File: config.mk
export PLATFORM = sky130hd
export DESIGN_NAME = icache_control_flat
export DESIGN_NICKNAME = d
export VERILOG_FILES = /design/src/rtl/cache_pkg.sv /design/src/rtl/icache_control_if.sv /design/src/rtl/sat_counter.sv /design/src/rtl/icache_control.sv /design/src/flat_wrapper.sv
export SDC_FILE = /design/constraint.sdc
export NUM_CORES = 1
export LEC_CHECK = 0
export CAP_MARGIN = 20
export CORE_UTILIZATION = 56
export CTS_CLUSTER_SIZE = 12
export DETAILED_ROUTE_END_ITERATION = 10
export HOLD_SLACK_MARGIN = 0.15
export PLACE_DENSITY = 0.87
export SYNTH_ARGS = -nofsm -noshare
export SYNTH_HDL_FRONTEND = slang
export SYNTH_HIERARCHICAL = 1
export SYNTH_SLANG_ARGS = --single-unit
File: constraint.sdc
create_clock -name clk -period 4.6 [get_ports clk]
set_clock_uncertainty 0.05 [all_clocks]
set_input_delay 0.92 -clock clk [delete_from_list [all_inputs] [get_ports clk]]
set_output_delay 0.92 -clock clk [all_outputs]
set_load 0.03 [all_outputs]
File: src/rtl/cache_pkg.sv
// Shared definitions for the L1 instruction-cache controller and datapath.
package cache_pkg;

    // Controller sequencing states.
    typedef enum logic [2:0] {
        IDLE,
        WB_ADDR,
        WRITEBACK,
        FILL_ADDR,
        FILL
    } icache_ctrl_state_t;

    // Physical-address mux: request tag (fill) or victim tag (write-back).
    localparam logic PMAR_TAG    = 1'b0;
    localparam logic PMAR_VICTIM = 1'b1;

    // Data-array input mux: memory line (fill) or merged CPU write data.
    localparam logic DMUX_PMEM   = 1'b0;
    localparam logic DMUX_CPU    = 1'b1;

endpackage

File: src/rtl/icache_control_if.sv
// Bundle of CPU handshake, datapath status/control and memory handshake
// signals around the instruction-cache controller.
interface icache_control_if;

    // CPU fetch port
    logic mem_read;
    logic mem_write;
    logic mem_resp;

    // Datapath status
    logic hit;
    logic replace;
    logic dirty;

    // Datapath controls
    logic pmem_we;
    logic pmarmux_sel;
    logic datamux_sel;
    logic load_addr;

    // Physical memory line handshake
    logic pmem_read;
    logic pmem_write;
    logic pmem_resp;

    // Environment side: CPU, datapath status and memory drive the controller.
    modport master (
        output mem_read, mem_write, hit, replace, dirty, pmem_resp,
        input  mem_resp, pmem_we, pmarmux_sel, datamux_sel, load_addr,
               pmem_read, pmem_write
    );

    // Controller side.
    modport slave (
        input  mem_read, mem_write, hit, replace, dirty, pmem_resp,
        output mem_resp, pmem_we, pmarmux_sel, datamux_sel, load_addr,
               pmem_read, pmem_write
    );

endinterface

File: src/rtl/sat_counter.sv
// Up-counter that sticks at all-ones instead of wrapping.
module sat_counter #(
    parameter int width = 32
) (
    input  logic             clk,
    input  logic             rst,
    input  logic             inc,
    output logic [width-1:0] count
);

    localparam logic [width-1:0] ONE = {{(width-1){1'b0}}, 1'b1};

    logic [width-1:0] count_d;
    logic [width-1:0] count_q;

    // Next count: hold unless incrementing below saturation.
    always_comb begin
        // NOTE: every combinational output gets a default before any branch,
        // so no path leaves it unassigned and no latch is inferred.
        count_d = count_q;
        if (inc && (count_q != '1)) begin
            count_d = count_q + ONE;
        end
    end

    // Count register with synchronous clear.
    always_ff @(posedge clk) begin
        // NOTE: non-blocking assignments here so every flop samples the
        // pre-edge values, independent of statement order.
        if (rst) begin
            count_q <= '0;
        end else begin
            count_q <= count_d;
        end
    end

    assign count = count_q;

endmodule

File: src/rtl/icache_control.sv
// Sequencing FSM for the two-way L1 instruction cache: hit response,
// victim write-back, line fill, and hit/miss/write-back counters.
module icache_control
    import cache_pkg::*;
#(
    parameter int CNT_W = 32
) (
    input  logic             clk,
    input  logic             rst,
    icache_control_if.slave  bus,
    output logic [CNT_W-1:0] hit_count,
    output logic [CNT_W-1:0] miss_count,
    output logic [CNT_W-1:0] wb_count
);

    icache_ctrl_state_t state_d, state_q;
    logic               miss_pending_d, miss_pending_q;

    logic mem_resp;
    logic pmem_we;
    logic pmarmux_sel;
    logic datamux_sel;
    logic load_addr;
    logic pmem_read;
    logic pmem_write;
    logic hit_inc;
    logic miss_inc;
    logic wb_inc;
    logic req;

    assign req = bus.mem_read | bus.mem_write;

    // Next-state, miss tracking and output decode from state plus inputs.
    always_comb begin
        state_d        = state_q;
        miss_pending_d = miss_pending_q;
        mem_resp       = 1'b0;
        pmem_we        = 1'b0;
        pmarmux_sel    = PMAR_TAG;
        datamux_sel    = DMUX_PMEM;
        load_addr      = 1'b0;
        pmem_read      = 1'b0;
        pmem_write     = 1'b0;
        miss_inc       = 1'b0;
        wb_inc         = 1'b0;

        unique case (state_q)
            IDLE: begin
                if (req) begin
                    if (bus.hit) begin
                        mem_resp = 1'b1;
                        // A simultaneous read+write is served as a write.
                        if (bus.mem_write) begin
                            datamux_sel = DMUX_CPU;
                        end
                    end else begin
                        miss_inc       = 1'b1;
                        miss_pending_d = 1'b1;
                        state_d        = (bus.replace && bus.dirty) ? WB_ADDR : FILL_ADDR;
                    end
                end else begin
                    // Request withdrawn mid-miss: forget it once back here.
                    miss_pending_d = 1'b0;
                end
            end
            WB_ADDR: begin
                load_addr   = 1'b1;
                pmarmux_sel = PMAR_VICTIM;
                state_d     = WRITEBACK;
            end
            WRITEBACK: begin
                pmem_write  = 1'b1;
                pmarmux_sel = PMAR_VICTIM;
                if (bus.pmem_resp) begin
                    wb_inc  = 1'b1;
                    state_d = FILL_ADDR;
                end
            end
            FILL_ADDR: begin
                load_addr   = 1'b1;
                pmarmux_sel = PMAR_TAG;
                state_d     = FILL;
            end
            FILL: begin
                pmem_read   = 1'b1;
                datamux_sel = DMUX_PMEM;
                if (bus.pmem_resp) begin
                    pmem_we = 1'b1;
                    state_d = IDLE;
                end
            end
            default: begin
                state_d = IDLE;
            end
        endcase

        if (mem_resp) begin
            miss_pending_d = 1'b0;
        end
        hit_inc = mem_resp && !miss_pending_q;
    end

    // State and miss-tracking registers with synchronous reset.
    always_ff @(posedge clk) begin
        if (rst) begin
            state_q        <= IDLE;
            miss_pending_q <= 1'b0;
        end else begin
            state_q        <= state_d;
            miss_pending_q <= miss_pending_d;
        end
    end

    assign bus.mem_resp    = mem_resp;
    assign bus.pmem_we     = pmem_we;
    assign bus.pmarmux_sel = pmarmux_sel;
    assign bus.datamux_sel = datamux_sel;
    assign bus.load_addr   = load_addr;
    assign bus.pmem_read   = pmem_read;
    assign bus.pmem_write  = pmem_write;

    sat_counter #(.width(CNT_W)) u_hit_cnt (
        .clk   (clk),
        .rst   (rst),
        .inc   (hit_inc),
        .count (hit_count)
    );

    sat_counter #(.width(CNT_W)) u_miss_cnt (
        .clk   (clk),
        .rst   (rst),
        .inc   (miss_inc),
        .count (miss_count)
    );

    sat_counter #(.width(CNT_W)) u_wb_cnt (
        .clk   (clk),
        .rst   (rst),
        .inc   (wb_inc),
        .count (wb_count)
    );

endmodule

File: src/flat_wrapper.sv
// flat-port wrapper written by rule: the top's interface ports become plain ports
module icache_control_flat import cache_pkg::*;
#(
    parameter int CNT_W = 32
)
  (clk, rst, hit_count, miss_count, wb_count, bus_mem_read, bus_mem_write, bus_hit, bus_replace, bus_dirty, bus_pmem_resp, bus_mem_resp, bus_pmem_we, bus_pmarmux_sel, bus_datamux_sel, bus_load_addr, bus_pmem_read, bus_pmem_write);
  icache_control_if bus_i ();
  input  logic clk;
  input  logic rst;
  output logic [CNT_W-1:0] hit_count;
  output logic [CNT_W-1:0] miss_count;
  output logic [CNT_W-1:0] wb_count;
  input wire logic [$bits(bus_i.mem_read)-1:0] bus_mem_read;
  input wire logic [$bits(bus_i.mem_write)-1:0] bus_mem_write;
  input wire logic [$bits(bus_i.hit)-1:0] bus_hit;
  input wire logic [$bits(bus_i.replace)-1:0] bus_replace;
  input wire logic [$bits(bus_i.dirty)-1:0] bus_dirty;
  input wire logic [$bits(bus_i.pmem_resp)-1:0] bus_pmem_resp;
  output wire logic [$bits(bus_i.mem_resp)-1:0] bus_mem_resp;
  output wire logic [$bits(bus_i.pmem_we)-1:0] bus_pmem_we;
  output wire logic [$bits(bus_i.pmarmux_sel)-1:0] bus_pmarmux_sel;
  output wire logic [$bits(bus_i.datamux_sel)-1:0] bus_datamux_sel;
  output wire logic [$bits(bus_i.load_addr)-1:0] bus_load_addr;
  output wire logic [$bits(bus_i.pmem_read)-1:0] bus_pmem_read;
  output wire logic [$bits(bus_i.pmem_write)-1:0] bus_pmem_write;
  assign bus_i.mem_read = bus_mem_read;
  assign bus_i.mem_write = bus_mem_write;
  assign bus_i.hit = bus_hit;
  assign bus_i.replace = bus_replace;
  assign bus_i.dirty = bus_dirty;
  assign bus_i.pmem_resp = bus_pmem_resp;
  assign bus_mem_resp = bus_i.mem_resp;
  assign bus_pmem_we = bus_i.pmem_we;
  assign bus_pmarmux_sel = bus_i.pmarmux_sel;
  assign bus_datamux_sel = bus_i.datamux_sel;
  assign bus_load_addr = bus_i.load_addr;
  assign bus_pmem_read = bus_i.pmem_read;
  assign bus_pmem_write = bus_i.pmem_write;
  icache_control #(.CNT_W(CNT_W)) u_core (.clk(clk), .rst(rst), .bus(bus_i), .hit_count(hit_count), .miss_count(miss_count), .wb_count(wb_count));
endmodule
After elaboration in Yosys (flattened, before gate mapping) --
Index checks and enable logic that the tools add are counted.
Word-level totals: register bits 100, bits in latches 0, RAM bits 0, memory bits (read-only) 0, bits of input ports 8, output and inout bits 103, logic and storage cells 58, memories 0
Cells by class: add/subtract/negate cells 3, multiply operators 0, divide/modulo/power cells 0, order comparisons 0, equal/unequal tests 12, shift operators 0, multiplexer cells 25, bitwise gates (word level) 1, reductions and logical operators 12
Operators with widths (number):
- 32-bit by 1-bit adder with 32-bit output, second input constant | 3
- 32-bit inequality test, second input constant | 3
- 1-bit two-way mux | 19
- 3-bit one-hot mux with 5 select lines | 1
- 3-bit two-way mux | 4
- 2-bit inequality test, second input constant | 4
- 3-bit by 2-bit equality test with 1-bit output, second input constant | 2
- 2-bit OR reduction | 3
- 1-bit logical AND | 5
- 4-bit AND reduction | 1
- 3-bit by 1-bit equality test with 1-bit output, second input constant | 1
- 3-bit equality test, second input constant | 1
- 3-bit zero test | 1
- 2-bit two-way mux | 1
- 2-bit by 1-bit inequality test with 1-bit output, second input constant | 1
- 2-bit AND reduction | 1
- 1-bit zero test | 1
- 1-bit bitwise OR | 1

Depth between registers and ports, before layout --
Gate-level depths: netlist (run 1).
word-level depth 5, depth in mapped cells 9

Modules after synthesis --
The synthesis (run 1) kept the hierarchy.
By module, submodules not included:
- sat_counter | times used 3, cells an instance 199, area an instance 1674.1 µm²
- icache_control | times used 1, cells an instance 32, area an instance 267.8 µm²

Worst setup path before layout (run 1) --
No wires, ideal clock.
path kind input-to-reg, start input port bus_mem_read, end register u_core.u_hit_cnt.count_q[31] (netlist: u_core/u_hit_cnt/count[31]), data arrival time 2.872 ns, setup slack 1.557 ns, stages on the path 7, buffers on the path 0, cell sequence nor2_1 > nor3_1 > nand4_1 > nor4_2 > nand4_1 > nor4_1 > mux2_2
On the way: longest elaborated chain between the ends 5
RTL lines:
- from (decl) | RTL line flat_wrapper.sv:13 | input wire logic [$bits(bus_i.mem_read)-1:0] bus_mem_read;
- 1-bit bitwise OR | RTL line icache_control.sv:31 | assign req = bus.mem_read | bus.mem_write;
- 1-bit two-way mux | RTL line icache_control.sv:49 | if (req) begin
- 1-bit two-way mux | RTL line icache_control.sv:47 | unique case (state_q)
- 1-bit logical AND | RTL line icache_control.sv:100 | hit_inc = mem_resp && !miss_pending_q;
- net u_core.hit_inc | RTL line icache_control.sv:26 | logic hit_inc;
- 1-bit logical AND | RTL line sat_counter.sv:21 | if (inc && (count_q != '1)) begin
- to (signal assigned) | RTL line sat_counter.sv:33 | count_q <= count_d;
- to (decl) | RTL line sat_counter.sv:14 | logic [width-1:0] count_q;
The timed path passes the listed nets, and every way through them passes these cells. A chain may end at the register's enable or synchronous reset.

Final worst setup path (run 1) --
start input port bus_mem_write, end register u_core.u_hit_cnt.count_q[31] (netlist: u_core/u_hit_cnt/count[31])
On the way: longest elaborated chain between the ends 5
RTL lines:
- from (decl) | RTL line flat_wrapper.sv:14 | input wire logic [$bits(bus_i.mem_write)-1:0] bus_mem_write;
- 1-bit bitwise OR | RTL line icache_control.sv:31
- 1-bit two-way mux | RTL line icache_control.sv:49
- 1-bit two-way mux | RTL line icache_control.sv:47
- 1-bit logical AND | RTL line icache_control.sv:100
- net u_core.hit_inc | RTL line icache_control.sv:26
- 1-bit logical AND | RTL line sat_counter.sv:21
The timed path passes the listed nets, and every way through them passes these cells.

==> impl_results.md, run 1 <==
- Worst-Margin Slew: just over 900 ps
- Max Cap Viol: 0
- Outcome: finished clean
- Net count after synthesis: 640
- Total chip power: around 1.6 mW
- Via count: approximately 5500
- Comb pwr share: 0.072
- Minimum clock period: roughly 3600 ps
- YS warnings: 6
- Crit path required time: around 4800 ps
- Hold Crit Class: reg2reg
- NetSw: approximately 400 µW
- DRT iter0 DRCs: ~320
- Int Pwr: 1.17 mW
- Critical path endpoint category: flip-flop
- Crit path max fanout: 10
- Seq cells post-synth: 100
- Hold Path Cell Cnt: 2
- Yosys cell types: 46
- Reg clk slew, reported paths: around 100 ps
- Post-CTS Resized: 0
- Vias per inst: 6.53
- I/O pin cnt: 111
- Post-Syn Area: between 5000 and 6000 µm²
- Largest net degree at the start of global routing: a little over 90
- Slew HR: 0.394
- Min Hold Slack: around 450 ps
- Initial core utilization: 0.575
- Final period utilization: 0.780
- Endpoints failing hold: 0
- Initial antenna violation count: 0
- Vert. Die Dim: a little under 100 µm
- Layout cell share with drive strength beyond 1: 0.0703
- CTS Hold Bufs: 0
- Unrepaired setup endpoints after global routing: false
- Pre-CTS setup slack: between 600 and 700 ps
- Fin Setup TNS: 0 ps
- First-pass GRT wire length: about 22000 µm
- Register area share after synthesis: 0.378
- Syn avg cell area: between 8 and 9 µm²
- Post-synth EDFFs: 0
- Layout net count: approximately 730
- DRC violations left: 0
- Clk sink count: 100
- Sequential power share: 0.568
- Switching share of power: 0.250
- VDD IR max: approximately 0.17 mV
- CTS root buf: clkbuf_8
- GP Congestion: ~0.83
- Type of the worst setup path: in2reg
- Fin worst setup slack: 1010 ps
- H-tree lvl count: 3
- Clock Latency Late Sink: between 300 and 400 ps
- Cts bufs inserted: 9
- Drt first pass iters: 7
- Die width: just under 100 µm
- Final Max Tran Viols: 0
- Data arrival time of the worst path: between 3000 and 4000 ps
- ANT nets after route: 0
- GR Overflow Total: 0
- Vias in the first global route: ~4800
- Syn Inst Count: approximately 630
- Max Freq: around 280 MHz
- Total GRT Usage: 0.274
- Site Rows: 35
- CTS Buffer Depth: 2
- Antenna Cells: 0
- Die area: between 9000 and 10000 µm²
- Top FF cell, synth: dfxtp_1
- Post-CTS Setup Repair Bufs: 0
- Startpoint types: input port
- Port-buffer cells: 110
- P_leak: 1.94 nW
- Worst r2r path cells: 8
- CTS tree: built
- Async set or reset register ratio after synthesis: 0
- Drt wl/cell: approximately 16 µm
- Core footprint: a little over 9000 µm²
- PD cells: between 200 and 250 nW/µm²
- Area grow syn2layout: 25.4%
- Final HPWL from detailed placement: just over 9000 µm
- Setup violations, final: 0
- Clock power frac: 0.360
- Routed WL: approximately 13000 µm
## per-stage QoR
step | cells | utilization | cell area, µm²
finish | 836 | 0.721 | 6630
global route | 836 | 0.721 | 6630
CTS | 836 | 0.721 | 6630
detailed placement | 821 | 0.700 | 6440
global placement | 821 | 0.700 | 6440
floorplan | 629 | - | 5290
## power groups by stage
| stage | logic, mW | registers (mW) | clock network [mW] |
|---|---|---|---|
| after floorplan | 0.0660 | 0.909 | 0 |
| after global placement | 0.109 | 0.904 | 0 |
| after detailed placement | 0.111 | 0.905 | 0 |
| after CTS | 0.112 | 0.885 | 0.569 |
| after global routing | 0.119 | 0.887 | 0.608 |
| final | 0.112 | 0.885 | 0.562 |
## critical path: stages
cell,delay [ps]
clkdlybuf4s50_1,510
nor2_1,60
nor3_1,470
nand4_1,430
nor4_2,610
nand4_1,160
nor4_1,280
mux2_2,370
## metal layers
layer  wire length (µm)  up-vias  share of wire  global-route usage
met5                  0        -              0                   0
met4                280        0          0.021               0.112
met3                742       19          0.055              0.0436
met2               6520      202           0.49               0.455
met1               5880     2632           0.44               0.356
li1                   -     2604              -                   -
## synthesized netlist by cell type (all sizes together), types with 4 or more instances
master,instances,area share
nand4,30,0.035
a21oi,66,0.062
buf,10,0.0099
xnor2,19,0.031
nor2b,7,0.0083
and2,6,0.0071
dfxtp,100,0.38
nand3,42,0.043
clkbuf,24,0.017
a21o,4,0.0057
mux2,6,0.013
mux2i,5,0.0095
nand2b,4,0.0047
and4,12,0.020
or4,36,0.051
nor3,8,0.0085
nor2,49,0.035
a2111oi,7,0.012
or3,33,0.042
o21ai,24,0.023
nor3b,7,0.0099
and3,14,0.020
nand2,32,0.023
nor4,16,0.022
o31ai,36,0.051
inv,6,0.0043
## placed cells by master, fill, tap and decap left out, types with 4 or more instances in the layout
cell               n
a21oi_1           66
nand2b_1           4
nand4_1           30
mux2i_1            5
buf_4              6
nor4_1            10
or4_1             36
nor2_1            48
o21ai_0           24
xnor2_1           19
nor2b_1            7
o31ai_1           36
nor3b_1            7
nor4_2             6
nand2_1           32
clkdlybuf4s50_1  109
dfxtp_1          100
and2_1             6
nand3_1           39
clkbuf_8           9
nor3_1             7
inv_1              6
and3_1            10
and4_1            12
a2111oi_0          6
a21o_1             4
or3_1             30
## worst paths after layout
kind                                                              from                                       to  slack [ps]
worst max-delay path                                     bus_mem_write  u_core/u_hit_cnt/count[31]$_SDFFE_PP0P_        1010
worst max register to register          u_core/state_q[1]$_SDFFE_PP0P_  u_core/u_hit_cnt/count[31]$_SDFFE_PP0P_        1260
worst min register to register  u_core/u_wb_cnt/count[15]$_SDFFE_PP0P_   u_core/u_wb_cnt/count[15]$_SDFFE_PP0P_         450
worst min-delay path            u_core/u_wb_cnt/count[15]$_SDFFE_PP0P_   u_core/u_wb_cnt/count[15]$_SDFFE_PP0P_         450
## cell families after synthesis
| logic type | share of synthesized area |
|---|---|
| simple gates | 0.338 |
| compound gates | 0.187 |
| flops | 0.378 |
| buf+inv | 0.0312 |
| xor+xnor | 0.0364 |
| mux | 0.0222 |
| fa+ha+maj | 0.00710 |
## state kept, by name, summed over array words and instances, names as in the netlist
register and count:
u_core/u_wb_cnt/count 32, u_core/u_miss_cnt/count 32, u_core/state_q 3, u_core/u_hit_cnt/count 32, u_core/miss_pending_q 1
## cell type report
class | count | area (µm²)
clock buffers | 10 | 128
flip-flops and latches | 100 | 2000
multi-input cells | 489 | 3140
clock inverters | 5 | 62.6
fillers | 716 | 2560
repair buffers | 115 | 1140
inverters | 6 | 22.5
well taps | 111 | 139
No activity file was read; power rests on OpenSTA's default activity.
==> run 2, diff against run 1 <==
Settings changed: CORE_UTILIZATION 56 to 47, PLACE_DENSITY 0.87 to 0.77.
Clock period 4.6 ns to 3.1 ns, I/O delays scaled along.
==> run 2 against run 1 <==
Sequential share of layout area shrank 0.97 points. Flip-flop and latch count did not move. Utilization is 9.2 points lower. Critical path depth up 1. Wire length is 5.9% higher. Non-clock buffer count increased by 21. First-iteration DRC count increased by 14%. Largest cell class unchanged.
==> impl_results.md, run 2 (synthesis gave the netlist of run 1 again) <==
- Outcome: finished clean (unchanged)
- Vert. Die Dim: 108 µm (was 99.2 µm)
- Hold Crit Class: reg2reg (unchanged)
- PD cells: 351 nW/µm² (was 235 nW/µm²)
- ANT nets after route: 0 (unchanged)
- Port-buffer cells: 110 (unchanged)
- Area grow syn2layout: 29.5% (was 25.4%)
- Minimum clock period: 2780 ps
- DRC violations left: 0 (unchanged)
- Vias in the first global route: 4876 (was 4750)
- Crit path max fanout: 6 (was 10)
- Post-CTS Resized: 0 (unchanged)
- Die width: 108 µm (was 99.2 µm)
- Fin Setup TNS: 0 ps (unchanged)
- Worst setup endpoint: u_core/u_hit_cnt/count[31]$_SDFFE_PP0P_ (unchanged)
- Drt first pass iters: 5 (was 7)
- Reg clk slew, reported paths: 100 ps (about the same)
- P_leak: 2.05 nW (was 1.94 nW)
- GR Overflow Total: 0 (unchanged)
- GP Congestion: 0.856 (was 0.828)
- Slew HR: 0.579 (was 0.394)
- Core footprint: 10900 µm² (was 9200 µm²)
- Routed WL: 14200 µm (was 13400 µm)
- Via count: 5436 (was 5457)
- Layout net count: 753 (was 732)
- Site Rows: 38 (was 35)
- Total GRT Usage: 0.243 (was 0.274)
- First-pass GRT wire length: 23100 µm (was 22000 µm)
- H-tree lvl count: 3 (unchanged)
- Data arrival time of the worst path: 2980 ps (was 3800 ps)
- I/O pin cnt: 111 (unchanged)
- Startpoint types: flip-flop (was input port)
- Total chip power: 2.41 mW (was 1.56 mW)
- Cts bufs inserted: 9 (unchanged)
- Die area: 11700 µm² (was 9840 µm²)
- Final Core Density: 0.629 (was 0.721)
- Final period utilization: 0.897
- Drt wl/cell: 16.0 µm (was 16.1 µm)
- DRT iter0 DRCs: 358 (was 315)
- Worst r2r path cells: 9 (was 8)
- Type of the worst setup path: reg2reg (was in2reg)
- Post-CTS Setup Repair Bufs: 0 (unchanged)
- Worst-Margin Slew: 616 ps (was 909 ps)
- Worst Hold Launch: u_core/u_miss_cnt/count[23]$_SDFFE_PP0P_ (was u_core/u_wb_cnt/count[15]$_SDFFE_PP0P_)
- Largest net degree at the start of global routing: 62 (was 91)
- Hold Path Cell Cnt: 2 (unchanged)
- Clock Latency Late Sink: 360 ps (was 370 ps)
- Area of the multi-input gates: 3140 µm² (unchanged)
- Vias per inst: 6.13 (was 6.53)
- Antenna Cells: 0 (unchanged)
- Layout cell share with drive strength beyond 1: 0.0977 (was 0.0703)
- Layout filler cell count: 978 (was 716)
- Unrepaired setup endpoints after global routing: false (unchanged)
- CTS root buf: clkbuf_8 (unchanged)
- VDD IR max: 0.208 mV (was 0.172 mV)
- R2R setup slack: 320 ps (was 1260 ps)
- Max Freq: approximately 360 MHz
- CTS Hold Bufs: 0 (unchanged)
- Final HPWL from detailed placement: 10200 µm (was 9350 µm)
- CTS tree: built (unchanged)
- Clk sink count: 100 (unchanged)
- CTS Buffer Depth: 2 (unchanged)
- Final Max Tran Viols: 0 (unchanged)
- Crit path required time: 3300 ps (was 4820 ps)
- FF/Latch Area: 2000 µm² (unchanged)
- Crit Reg-Reg Endpoint: u_core/u_hit_cnt/count[31]$_SDFFE_PP0P_ (unchanged)
- Critical path endpoint category: flip-flop (unchanged)
- Worst Setup SP: u_core/state_q[1]$_SDFFE_PP0P_ (was bus_mem_write)
- Most common cell after layout, fill and taps aside: clkdlybuf4s50_1 (unchanged)
- Max Cap Viol: 0 (unchanged)
- Initial core utilization: 0.486 (was 0.575)
- Endpoints failing hold: 0 (unchanged)
- Setup violations, final: 0 (unchanged)
- Initial antenna violation count: 0 (unchanged)
- Reg2reg start: u_core/state_q[1]$_SDFFE_PP0P_ (unchanged)
- Most frequent cells in the layout: clkdlybuf4s50_1 (109), dfxtp_1 (100), a21oi_1 (66) (unchanged)
[run 2: how the worst min path moves through the flow]
| stage | to | slack, ps |
|---|---|---|
| 2_1_floorplan | u_core/miss_pending_q$_SDFFE_PP0P_ | 410 |
| 3_3_place_gp | u_core/u_wb_cnt/count[23]$_SDFFE_PP0P_ | 420 |
| 3_5_place_dp | u_core/u_hit_cnt/count[15]$_SDFFE_PP0P_ | 440 |
| 4_1_cts | u_core/u_miss_cnt/count[23]$_SDFFE_PP0P_ | 460 |
| 5_1_grt | u_core/u_miss_cnt/count[15]$_SDFFE_PP0P_ | 480 |
| 6_report | u_core/u_miss_cnt/count[23]$_SDFFE_PP0P_ | 460 |
[run 2: critical path, cell delays in order (launching register included)]
cell,delay [ps]
dfxtp_1,400
nor3_2,360
nand2_1,120
nor3_1,320
nand4_1,250
nor4_2,260
buf_4,170
nand4_1,90
nor4_1,280
mux2_2,370
[run 2: stage by stage]
step | worst slack, ps | area, µm² | hold slack, ps | instances
finish | 319 | 6850 | 462 | 887
global route | 199 | 6850 | 478 | 887
CTS | 368 | 6850 | 459 | 887
detailed placement | 21.1 | 6640 | 443 | 871
global placement | 68.0 | 6640 | 424 | 871
floorplan | 223 | 5290 | 412 | 629
[run 2: where the power goes]
| group | switching (mW) | internal, mW |
|---|---|---|
| clock | 0.464 | 0.455 |
| combinational | 0.101 | 0.0729 |
| sequential | 0.0175 | 1.29 |
[run 2: cell type report]
type,count,area share
inverter,6,0.00329
timing repair buffer,136,0.189
multi-input combinational,489,0.459
tap,140,0.0256
sequential,100,0.292
clock inverter,6,0.0130
clock buffer,10,0.0186
[run 2: layer usage]
metal	GRT usage	up-vias	wire, µm
met5	0	-	0
met4	0.0822	0	197
met3	0.0368	19	696
met2	0.413	172	6940
met1	0.314	2611	6390
li1	-	2634	-
==> run 3, diff against run 2 <==
Settings changed: ABC_AREA from default to 1, CORE_UTILIZATION 47 to 49, PLACE_DENSITY 0.77 to 0.78.
==> run 3 against run 2 <==
Via count is 23% higher. First-iteration DRC count grew 47%. Sequential power is 3% higher. Worst setup slack better by 41 ps. Final cell count is 47% higher.
==> impl_results.md, run 3 <==
- Outcome: finished clean (unchanged)
- Syn Inst Count: 1023 (was 629)
- Placed inst area: 7630 µm² (was 6640 µm²)
- Comb pwr share: 0.175 (was 0.072)
- Routed WL: 16100 µm (was 14200 µm)
- Int Pwr: 2.20 mW (was 1.82 mW)
- Max Cap Viol: 0 (unchanged)
- Unrepaired setup endpoints after global routing: false (unchanged)
- DRT iter0 DRCs: 528 (was 358)
- Site Rows: 41 (was 38)
- Dpl cells: 1286 (was 871)
- Count leader, synth: nand2_1 (was dfxtp_1)
- Synth top cells by count: nand2_1 (273), nor2_1 (214), dfxtp_1 (100) (was dfxtp_1 (100), a21oi_1 (66), nor2_1 (48))
- PD cells: 392 nW/µm² (was 351 nW/µm²)
- Largest net degree at the start of global routing: 42 (was 62)
- YS warnings: 6 (unchanged)
- CP max-delay cell: clkdlybuf4s50_1 (was dfxtp_1)
- Total GRT Usage: 0.244 (was 0.243)
- Reg clk slew, reported paths: 70 ps (was 100 ps)
- Register area share after synthesis: 0.309 (was 0.378)
- Final period utilization: 0.884 (was 0.897)
- ANT nets after route: 0 (unchanged)
- Yosys cell types: 27 (was 46)
- Layout cell share with drive strength beyond 1: 0.119 (was 0.0977)
- Non-Filler Instances: 1302 (was 887)
- Final HPWL from detailed placement: 11800 µm (was 10200 µm)
- Drt wl/cell: 12.4 µm (was 16.0 µm)
- Clk sink count: 100 (unchanged)
- Crit path max fanout: 3 (was 6)
- Vert. Die Dim: 117 µm (was 108 µm)
- Largest stage delay on the critical path: 650 ps (was 400 ps)
- Crit path required time: 2430 ps (was 3300 ps)
- Max Freq: 365 MHz (was 360 MHz)
- Post-CTS Setup Repair Bufs: 0 (unchanged)
- H-tree lvl count: 3 (unchanged)
- Layout net count: 1136 (was 753)
- Vias per inst: 5.12 (was 6.13)
- Minimum clock period: 2740 ps (was 2780 ps)
- Most common cell after layout, fill and taps aside: nand2_1 (was clkdlybuf4s50_1)
- Switching share of power: 0.292 (was 0.242)
- Syn avg cell area: 6.34 µm² (was 8.41 µm²)
- Dominant cell type by area after synthesis: dfxtp_1 (unchanged)
- Slew HR: 0.617 (was 0.579)
- First-pass GRT wire length: 26700 µm (was 23100 µm)
- VDD IR max: 0.290 mV (was 0.208 mV)
- Startpoint types: input port (was flip-flop)
- Post-synth EDFFs: 0 (unchanged)
- Area grow syn2layout: 22.5% (was 29.5%)
- Vias in the first global route: 5733 (was 4876)
- CTS root buf: clkbuf_16 (was clkbuf_8)
- P_leak: 3.32 nW (was 2.05 nW)
- Top FF cell, synth: dfxtp_1 (unchanged)
- Cts bufs inserted: 9 (unchanged)
- Most frequent cells in the layout: nand2_1 (273), nor2_1 (214), clkdlybuf4s50_1 (110) (was clkdlybuf4s50_1 (109), dfxtp_1 (100), a21oi_1 (66))
- Endpoints failing hold: 0 (unchanged)
- Antenna Cells: 0 (unchanged)
- Core footprint: 12800 µm² (was 10900 µm²)
- Post-Syn Area: 6480 µm² (was 5290 µm²)
- Setup violations, final: 0 (unchanged)
- CTS Hold Bufs: 0 (unchanged)
- Async set or reset register ratio after synthesis: 0 (unchanged)
- CTS tree: built (unchanged)
- Port-buffer cells: 110 (unchanged)
- Layout filler cell count: 1217 (was 978)
- I/O pin cnt: 111 (unchanged)
- Crit-path cells: clkdlybuf4s50_1 > inv_1 > nor2_1 > nand2_1 > inv_1 > clkdlybuf4s50_1 (was nor3_2 > nand2_1 > nor3_1 > nand4_1 > nor4_2 > buf_4 > nand4_1 > nor4_1 > mux2_2)
- GR Overflow Total: 0 (unchanged)
- Type of the worst setup path: in2out (was reg2reg)
- CTS Buffer Depth: 2 (unchanged)
- Drt first pass iters: 7 (was 5)
- Via count: 6671 (was 5436)
- Critical path endpoint category: primary output (was flip-flop)
- Data arrival time of the worst path: 2070 ps (was 2980 ps)
- Net count after synthesis: 1034 (was 640)
- Post-synth top area share: 0.309 (was 0.378)
- Final Max Tran Viols: 0 (unchanged)
- Initial core utilization: 0.508 (was 0.486)
- Fin Setup TNS: 0 ps (unchanged)
- Worst-Margin Slew: 573 ps (was 616 ps)
- Seq cells post-synth: 100 (unchanged)
- DRC violations left: 0 (unchanged)
- Post-CTS Resized: 0 (unchanged)
- Top post-synthesis cells by area: dfxtp_1 (31%), nand2_1 (16%), nor2_1 (12%), nand3_1 (5.7%), inv_1 (5.5%) (was dfxtp_1 (38%), a21oi_1 (6.2%), o31ai_1 (5.1%), or4_1 (5.1%), nand3_1 (3.7%))
- Clock power frac: 0.392 (was 0.382)
- Final instance area: 7940 µm² (was 6850 µm²)
- Die area: 13700 µm² (was 11700 µm²)
- GP Congestion: 0.911 (was 0.856)
- Hold Crit Class: reg2reg (unchanged)
- Sequential power share: 0.433 (was 0.546)
- Initial antenna violation count: 0 (unchanged)
- Clock Latency Late Sink: 350 ps (was 360 ps)
- NetSw: 909 µW (was 582 µW)
- Total chip power: 3.11 mW (was 2.41 mW)
- Die width: 117 µm (was 108 µm)
## run 3: changes by cell type in the layout (fill, tap and decap cells not counted), moves of 18 or more
| cell | change |
|---|---|
| or4_1 | -36 |
| nand3_1 | +35 |
| inv_1 | +89 |
| or3_1 | -30 |
| nor2_2 | +19 |
| nand2_2 | +26 |
| nand3_2 | +18 |
| nand2_1 | +241 |
| o21ai_0 | -24 |
| buf_4 | -22 |
| o31ai_1 | -36 |
| nor2_1 | +166 |
| xnor2_1 | -19 |
## run 3: power groups by stage
stage / Combinational (mW) / Sequential (mW) / Clock, mW
after floorplan: 0.333 / 1.39 / 0
after global placement: 0.535 / 1.38 / 0
after detailed placement: 0.539 / 1.38 / 0
after CTS: 0.543 / 1.35 / 1.25
after global routing: 0.598 / 1.35 / 1.30
final: 0.545 / 1.35 / 1.22
## run 3: final cells by class
class	count	area [µm²]	share of cell area
flip-flops and latches	100	2000	0.252
multi-input cells	791	3870	0.487
well taps	172	215	0.0271
clock inverters	6	86.3	0.0109
inverters	108	405	0.0510
clock buffers	10	229	0.0288
repair buffers	115	1140	0.143
## run 3: kinds of logic (layout without fill, tap and decap cells)
family	Yosys count	in the layout	share of synthesized area
adders and majority gates	3	3	0.00579
buffers and inverters	132	239	0.0949
and+or+nand+nor	713	713	0.527
AOI/OAI and AO/OA	75	75	0.0631
DFF	100	100	0.309
## run 3: through the flow
| step | setup slack, ps | util | hold WS [ps] |
|---|---|---|---|
| after detailed placement | 352 | 0.597 | 417 |
| after global routing | 282 | 0.622 | 446 |
| final | 360 | 0.622 | 426 |
| after global placement | 357 | 0.597 | 411 |
| after floorplan | 1110 | - | 388 |
| after CTS | 350 | 0.622 | 428 |
## run 3: worst max-delay path: cells and delay by family
kind | cells | cell delay, ps
buffers and inverters | 4 | 1280
AND/OR/NAND/NOR | 2 | 170
## run 3: final timing paths
| kind | start | end | slack (ps) | cells past startpoint |
|---|---|---|---|---|
| setup reg to reg | u_core/state_q[0]$_SDFFE_PP0P_ | u_core/u_hit_cnt/count[30]$_SDFFE_PP0P_ | 800 | 14 |
| hold reg to reg | u_core/miss_pending_q$_SDFFE_PP0P_ | u_core/miss_pending_q$_SDFFE_PP0P_ | 430 | 2 |
| setup / recovery | bus_hit | bus_mem_resp | 360 | 6 |
| hold / removal | u_core/miss_pending_q$_SDFFE_PP0P_ | u_core/miss_pending_q$_SDFFE_PP0P_ | 430 | 2 |
## run 3: routing by layer
layer  up-vias  routed length (µm)  track usage
met1      2988                7740        0.342
li1       3477                   -            -
met4         0                 283       0.0895
met5         -                   0            0
met2       190                7270        0.388
met3        16                 820       0.0283
